--- config.mk ---
export PLATFORM = sky130hd
export DESIGN_NAME = phase_stepper_flat
export DESIGN_NICKNAME = d
export VERILOG_FILES = /design/src/rtl/cordic_pkg.sv /design/src/rtl/phase_stepper_if.sv /design/src/rtl/phase_stepper.sv /design/src/flat_wrapper.sv
export SDC_FILE = /design/constraint.sdc
export NUM_CORES = 1
export LEC_CHECK = 0
export CORE_MARGIN = 3
export CORE_UTILIZATION = 23
export CTS_BUF_LIST = sky130_fd_sc_hd__clkbuf_4 sky130_fd_sc_hd__clkbuf_8
export DETAILED_ROUTE_END_ITERATION = 8
export PLACE_DENSITY = 0.48
export SLEW_MARGIN = 20
export SYNTH_ARGS = -nofsm -noshare
export SYNTH_HDL_FRONTEND = slang
export SYNTH_SLANG_ARGS = --single-unit
--- constraint.sdc ---
create_clock -name clk -period 4.7 [get_ports clk]
set_input_delay 0.47 -clock clk [delete_from_list [all_inputs] [get_ports clk]]
set_output_delay 0.47 -clock clk [all_outputs]
set_load 0.02 [all_outputs]
--- src/rtl/cordic_pkg.sv ---
// Shared definitions for the phase stepper and the CORDIC stage it feeds.
//   - stepper_state_e : phase stepper control states
//   - DEF_*           : default word width, fixed-point shift and frame exponent
//   - full_scale()    : 360 degrees expressed in the fixed-point phase format
//   - frame_len()     : frame length in clocks for a given CORDIC iteration exponent
package cordic_pkg;

  typedef enum logic [1:0] {
    ST_IDLE      = 2'd0,
    ST_ARMED     = 2'd1,
    ST_RUN       = 2'd2,
    ST_STOP_PEND = 2'd3
  } stepper_state_e;

  localparam int DEF_DATA_WIDTH = 32;
  localparam int DEF_EXPAND_BIT = 16;
  localparam int DEF_CYCLES     = 5;
  localparam int DEG_FULL       = 360;

  // One full turn: 360 * 2^expand_bit.
  function automatic longint unsigned full_scale(input int expand_bit);
    return 64'(DEG_FULL) << expand_bit;
  endfunction

  // Frame length 2^cycles matches the downstream CORDIC iteration count.
  function automatic int frame_len(input int cycles);
    return 1 << cycles;
  endfunction

endpackage

--- src/rtl/phase_stepper_if.sv ---
// Control/data bundle between a phase stepper and its controller.
//   master : drives start, stop, phase_init, step_in, step_load; observes outputs
//   slave  : the phase stepper itself
//
// Signalling: this bundle has no ready path. start, stop and step_load are
// single-cycle strobes sampled on the rising clock edge; phase_init and
// step_in are qualified by start and step_load respectively in that same
// cycle. phase is meaningful only while phase_valid is high, and downstream
// samples it in the cycle frame_start is high. err is sticky until reset.
interface phase_stepper_if #(
  parameter int DATA_WIDTH = 32
) ();

  logic                  start;
  logic                  stop;
  logic [DATA_WIDTH-1:0] phase_init;
  logic [DATA_WIDTH-1:0] step_in;
  logic                  step_load;
  logic [DATA_WIDTH-1:0] phase;
  logic                  phase_valid;
  logic                  frame_start;
  logic                  err;

  modport master (
    output start, stop, phase_init, step_in, step_load,
    input  phase, phase_valid, frame_start, err
  );

  modport slave (
    input  start, stop, phase_init, step_in, step_load,
    output phase, phase_valid, frame_start, err
  );

endinterface

--- src/rtl/phase_stepper.sv ---
// Phase stepper: presents a fixed-point phase to a CORDIC stage, holding it
// for a whole frame of 2^CYCLES clocks and advancing it by a programmable
// step (mod 360 degrees) at every frame boundary.
// Ports:
//   clk       - rising-edge clock
//   rst       - asynchronous active-high reset
//   bus       - phase_stepper_if slave: start/stop/phase_init/step_in/step_load
//               in, phase/phase_valid/frame_start/err out
//   dbg_state - current control state, for observation only
module phase_stepper
  import cordic_pkg::*;
#(
  parameter int DATA_WIDTH = DEF_DATA_WIDTH,
  parameter int EXPAND_BIT = DEF_EXPAND_BIT,
  parameter int CYCLES     = DEF_CYCLES
) (
  input  logic                  clk,
  input  logic                  rst,
  phase_stepper_if.slave        bus,
  output stepper_state_e        dbg_state
);

  localparam logic [DATA_WIDTH:0] FULL       = (DATA_WIDTH+1)'(full_scale(EXPAND_BIT));
  localparam logic [CYCLES-1:0]   FRAME_LAST = CYCLES'(frame_len(CYCLES) - 1);

  stepper_state_e          state_q,       state_d;
  logic [CYCLES-1:0]       frame_cnt_q,   frame_cnt_d;
  logic [DATA_WIDTH-1:0]   phase_q,       phase_d;
  logic [DATA_WIDTH-1:0]   next_phase_q,  next_phase_d;
  logic [DATA_WIDTH-1:0]   shadow_step_q, shadow_step_d;
  logic [DATA_WIDTH-1:0]   step_active_q, step_active_d;
  logic                    phase_valid_q, phase_valid_d;
  logic                    err_q,         err_d;

  logic                    boundary;
  logic                    init_ok;
  logic                    step_ok;
  logic [DATA_WIDTH:0]     phase_sum;
  logic [DATA_WIDTH-1:0]   phase_wrapped;

  always_comb begin
    state_d       = state_q;
    frame_cnt_d   = frame_cnt_q + CYCLES'(1);  // frame is a power of two: wraps naturally
    phase_d       = phase_q;
    next_phase_d  = next_phase_q;
    shadow_step_d = shadow_step_q;
    step_active_d = step_active_q;
    phase_valid_d = phase_valid_q;
    err_d         = err_q;

    boundary = (frame_cnt_q == FRAME_LAST);
    init_ok  = ({1'b0, bus.phase_init} < FULL);
    step_ok  = ({1'b0, bus.step_in}    < FULL);

    if (bus.step_load) begin
      if (step_ok) shadow_step_d = bus.step_in;
      else         err_d         = 1'b1;
    end

    // Taking shadow_step_d (not _q) lets a load coinciding with the boundary
    // edge take effect in that very boundary's update.
    if (boundary) step_active_d = shadow_step_d;

    // Both operands are below FULL, so one conditional subtraction suffices.
    phase_sum     = {1'b0, phase_q} + {1'b0, step_active_d};
    phase_wrapped = (phase_sum >= FULL) ? DATA_WIDTH'(phase_sum - FULL)
                                        : DATA_WIDTH'(phase_sum);

    case (state_q)
      ST_IDLE: begin
        if (!bus.stop && bus.start) begin
          if (init_ok) begin
            next_phase_d = bus.phase_init;
            state_d      = ST_ARMED;
          end else begin
            err_d = 1'b1;
          end
        end
      end
      ST_ARMED: begin
        if (bus.stop) begin
          state_d = ST_IDLE;
        end else if (boundary) begin
          phase_d       = next_phase_q;
          phase_valid_d = 1'b1;
          state_d       = ST_RUN;
        end
      end
      ST_RUN: begin
        if (boundary) phase_d = phase_wrapped;
        if (bus.stop) state_d = ST_STOP_PEND;
      end
      ST_STOP_PEND: begin
        // Phase stays frozen at its last value once stepping ends.
        if (boundary) begin
          phase_valid_d = 1'b0;
          state_d       = ST_IDLE;
        end
      end
      default: state_d = ST_IDLE;
    endcase
  end

  always_ff @(posedge clk or posedge rst) begin
    if (rst) begin
      state_q       <= ST_IDLE;
      frame_cnt_q   <= '0;
      phase_q       <= '0;
      next_phase_q  <= '0;
      shadow_step_q <= '0;
      step_active_q <= '0;
      phase_valid_q <= 1'b0;
      err_q         <= 1'b0;
    end else begin
      state_q       <= state_d;
      frame_cnt_q   <= frame_cnt_d;
      phase_q       <= phase_d;
      next_phase_q  <= next_phase_d;
      shadow_step_q <= shadow_step_d;
      step_active_q <= step_active_d;
      phase_valid_q <= phase_valid_d;
      err_q         <= err_d;
    end
  end

  assign bus.phase       = phase_q;
  assign bus.phase_valid = phase_valid_q;
  assign bus.frame_start = (frame_cnt_q == '0);
  assign bus.err         = err_q;
  assign dbg_state       = state_q;

endmodule

--- src/flat_wrapper.sv ---
// flat-port wrapper written by rule: the top's interface ports become plain ports
module phase_stepper_flat import cordic_pkg::*;
#(
  parameter int DATA_WIDTH = DEF_DATA_WIDTH,
  parameter int EXPAND_BIT = DEF_EXPAND_BIT,
  parameter int CYCLES     = DEF_CYCLES
)
  (clk, rst, dbg_state, bus_start, bus_stop, bus_phase_init, bus_step_in, bus_step_load, bus_phase, bus_phase_valid, bus_frame_start, bus_err);
  phase_stepper_if #(.DATA_WIDTH(DATA_WIDTH)) bus_i ();
  input  logic clk;
  input  logic rst;
  output stepper_state_e dbg_state;
  input wire logic [$bits(bus_i.start)-1:0] bus_start;
  input wire logic [$bits(bus_i.stop)-1:0] bus_stop;
  input wire logic [$bits(bus_i.phase_init)-1:0] bus_phase_init;
  input wire logic [$bits(bus_i.step_in)-1:0] bus_step_in;
  input wire logic [$bits(bus_i.step_load)-1:0] bus_step_load;
  output wire logic [$bits(bus_i.phase)-1:0] bus_phase;
  output wire logic [$bits(bus_i.phase_valid)-1:0] bus_phase_valid;
  output wire logic [$bits(bus_i.frame_start)-1:0] bus_frame_start;
  output wire logic [$bits(bus_i.err)-1:0] bus_err;
  assign bus_i.start = bus_start;
  assign bus_i.stop = bus_stop;
  assign bus_i.phase_init = bus_phase_init;
  assign bus_i.step_in = bus_step_in;
  assign bus_i.step_load = bus_step_load;
  assign bus_phase = bus_i.phase;
  assign bus_phase_valid = bus_i.phase_valid;
  assign bus_frame_start = bus_i.frame_start;
  assign bus_err = bus_i.err;
  phase_stepper #(.DATA_WIDTH(DATA_WIDTH), .EXPAND_BIT(EXPAND_BIT), .CYCLES(CYCLES)) u_core (.clk(clk), .rst(rst), .bus(bus_i), .dbg_state(dbg_state));
endmodule
==> flow_metrics.tcl <==
set metrics [dict create \
    max-clock-path-buffers 2 \
    first_pass_iters 8 \
    yosys_register_bits 137 \
    timing.final.crit_share 1.00 \
    ios 106 \
    fmax_mhz 212 \
    reg2reg_from "u_core.frame_cnt_q[0]" \
    crit_arrival_ps 5060 \
    gp_congestion 0.879 \
    finalPower_mw 3.06 \
    placed_cells 1532 \
    syn_nets 926 \
    final_cells 1594 \
    hold_violations 0 \
    p_switching_mw 0.907 \
    ff2ff_path_depth 20 \
    drt_iter0_drc 512 \
    yosys.area.top_type "dfrtp_1" \
    p_int_mw 2.15 \
    path_class "in2reg" \
    final_area_um2 12500 \
    num_vias 7402 \
    ys_seq_area_frac 0.416 \
    power_density_nw_per_um2 245 \
    pwr-share-comb 0.235 \
    ant_nets 0 \
    netlist.area_leader.share 0.416 \
    fin_util 0.357 \
    antenna_found_initial 1 \
    crit_chain "clkdlybuf4s50_1 -> nand4_1 -> buf_4 -> clkbuf_16 -> mux2_4 -> mux2_4 -> ha_4 -> nand3_4 -> and2_4 -> a2111oi_4 -> buf_4 -> buf_6 -> o211a_4 -> o22ai_4 -> a21bo_1 -> a2111oi_4 -> and3_4 -> and3_4 -> buf_6 -> nor2_1 -> o31a_1" \
    rows 68 \
    slew_headroom 0.451 \
    syn_avg_cell_area_um2 10.1 \
    failed_checks "negative setup slack" \
    synth_enable_flop_cells 0 \
    cpPeakStageDelay_ps 480 \
    dp.final_hpwl_mm 21.1 \
    final-setup-viol-count 1 \
    cts_htree_levels 4 \
    core_area_um2 34900 \
    sw_frac_of_total 0.297 \
    synth_area_leaders "dfrtp_1, mux2_2, ha_1" \
    seqPwrFrac 0.416 \
    syn_area_um2 8240 \
    grt_pass1_vias 7629 \
    fin_worst_skew_ps 16.7 \
    yosysWarnings 0 \
    status "complete, but fails checks" \
    diodes 0 \
    clk_pin_slew_ps 80 \
    die-area_um2 38100 \
    viasPerCell 4.64 \
    start_util 0.236 \
    insertion_delay_ps 460 \
    routedWlPerCell_um 17.4 \
    worst_pin_slew_ps 823 \
    grt_pass1_wl_mm 43.4 \
    multi_input_area_um2 5130 \
    layout.area.seq_um2 3430 \
    worstPathMaxFanout 7 \
    synth_cells 819 \
    yosysUniqueCellTypes 81 \
    groute.usage.overall 0.144 \
    wl_mm 27.7 \
    fillers 3529 \
    io_buffers 105 \
    slew_violations 0 \
    synth_commonest_cells "dfrtp_1, mux2_2, nand2_1, nor2_1, a21oi_1" \
    endpoint_kind "register" \
    hold_class "in2async" \
    root_buffer "clkbuf_8" \
    cp_slowest_cell "clkdlybuf4s50_1" \
    grt_setup_unrepaired "yes" \
    grt_max_degree 135 \
    dpl_cell_area_um2 11300 \
    cap_viol_max_count 0 \
    rr_endpoint "u_core.bus.phase[28]" \
    post-synth-top-count-cell "dfrtp_1" \
    cts_tree "built" \
    overflow 0 \
    fin_setup_tns_ps -19.2 \
    nets 1233 \
    numClockSinks 137 \
    die_w_um 195 \
    ctsHoldBuffers 0 \
    ys.flop_type "dfrtp_1" \
    period_minus_slack_ps 4720 \
    worstPathRequired_ps 5040 \
    die_y_um 195 \
    cts_buffers 17 \
    finalWorstSetupSlack_ps -19.2 \
    startpoint_type "primary input" \
    leakage_nw 5.78 \
    async_flop_share 1.00 \
    area_delta_synth_final_pct 51.4 \
    p_clk_frac 0.349 \
    vdd_ir_drop_max_mv 0.160 \
    drc 0 \
    drive_above_1_share 0.400 \
    r2r_setup_slack_ps 60 \
]
## power by group through the flow
stage / sequential, mW / combinational [mW] / clock (mW)
finish: 1.27 / 0.718 / 1.07
detailed placement: 1.29 / 0.619 / 0
global placement: 1.29 / 0.618 / 0
global route: 1.28 / 0.770 / 1.15
CTS: 1.27 / 0.693 / 1.10
floorplan: 1.29 / 0.289 / 0
## worst max-delay path by stage
stage                    startpoint                    to  depth (start not counted)
finish                bus_step_load  u_core.bus.phase[28]                         21
global route        bus_step_in[20]  u_core.bus.phase[28]                         23
CTS                 bus_step_in[28]  u_core.bus.phase[24]                         20
detailed placement  bus_step_in[20]  u_core.bus.phase[19]                         22
global placement    bus_step_in[20]  u_core.bus.phase[19]                         22
floorplan           bus_step_in[20]  u_core.bus.phase[19]                         21
## per-layer routing
layer	wire (µm)	part of all wire	vias to the layer above	track usage
met4	386	0.014	0	0.0399
met3	1250	0.045	24	0.0236
met1	14400	0.52	3537	0.218
met5	0	0	-	0
li1	-	-	3651	-
met2	11700	0.42	190	0.212
## what timing repair did
action / CTS / global route
buffers inserted: 24 / 5
endpoints found under the setup margin: 13 / 13
gates resized for setup: 86 / 43
gates cloned: 1 / 0
pin swaps: 34 / 16
## cell usage in the layout, fill, tap and decap left out, types with 14 or more instances in the layout
cell,netlist,final
nor3_1,19,14
buf_4,3,220
nand3_1,15,14
o21ai_0,39,34
nor2_1,54,52
clkdlybuf4s50_1,0,92
and2_1,19,19
o22ai_1,16,16
a21o_1,19,19
clkbuf_8,0,18
ha_1,37,22
mux2_2,82,78
a21oi_1,45,37
dfrtp_1,137,137
nand2_1,71,68
## area by class of cell
cell class                      instances  area share
Clock buffer                           19      0.0205
Clock inverter                         13      0.0135
Inverter                               15     0.00492
Multi-Input combinational cell        619       0.411
Sequential cell                       137       0.275
Tap cell                              455      0.0457
Timing Repair Buffer                  336       0.229
## per-stage QoR
stage | hold WS, ps | setup slack (ps)
floorplan | 442 | -14.9
global placement | 461 | -1030
detailed placement | 464 | -991
CTS | 256 | 4.30
global route | 281 | -154
finish | 277 | -19.2
## flip-flops by register name, summed over array words and instances (netlist names), named ones only
| name | count |
|---|---|
| u_core.shadow_step_q | 32 |
| u_core.bus.phase_valid | 1 |
| u_core.step_active_q | 32 |
| u_core.bus.phase | 32 |
| u_core.bus.err | 1 |
| u_core.frame_cnt_q | 5 |
| u_core.dbg_state | 1 |
| u_core.next_phase_q | 32 |
## logic make-up after synthesis
| logic type | count (synthesis) | synth area share |
|---|---|---|
| xor+xnor | 22 | 0.0234 |
| buf+inv | 63 | 0.0342 |
| compound gates | 220 | 0.189 |
| flops | 137 | 0.416 |
| fa+ha+maj | 38 | 0.0586 |
| mux | 88 | 0.119 |
| simple gates | 251 | 0.159 |
## critical path, delay by kind of cell
kind / cells / cell delay [ps]
adders and majority gates: 1 / 340
muxes: 2 / 610
AOI/OAI and AO/OA: 6 / 1420
and+or+nand+nor: 6 / 920
buffers and inverters: 6 / 1280
Note: power is estimated with default switching activity, not from simulation.
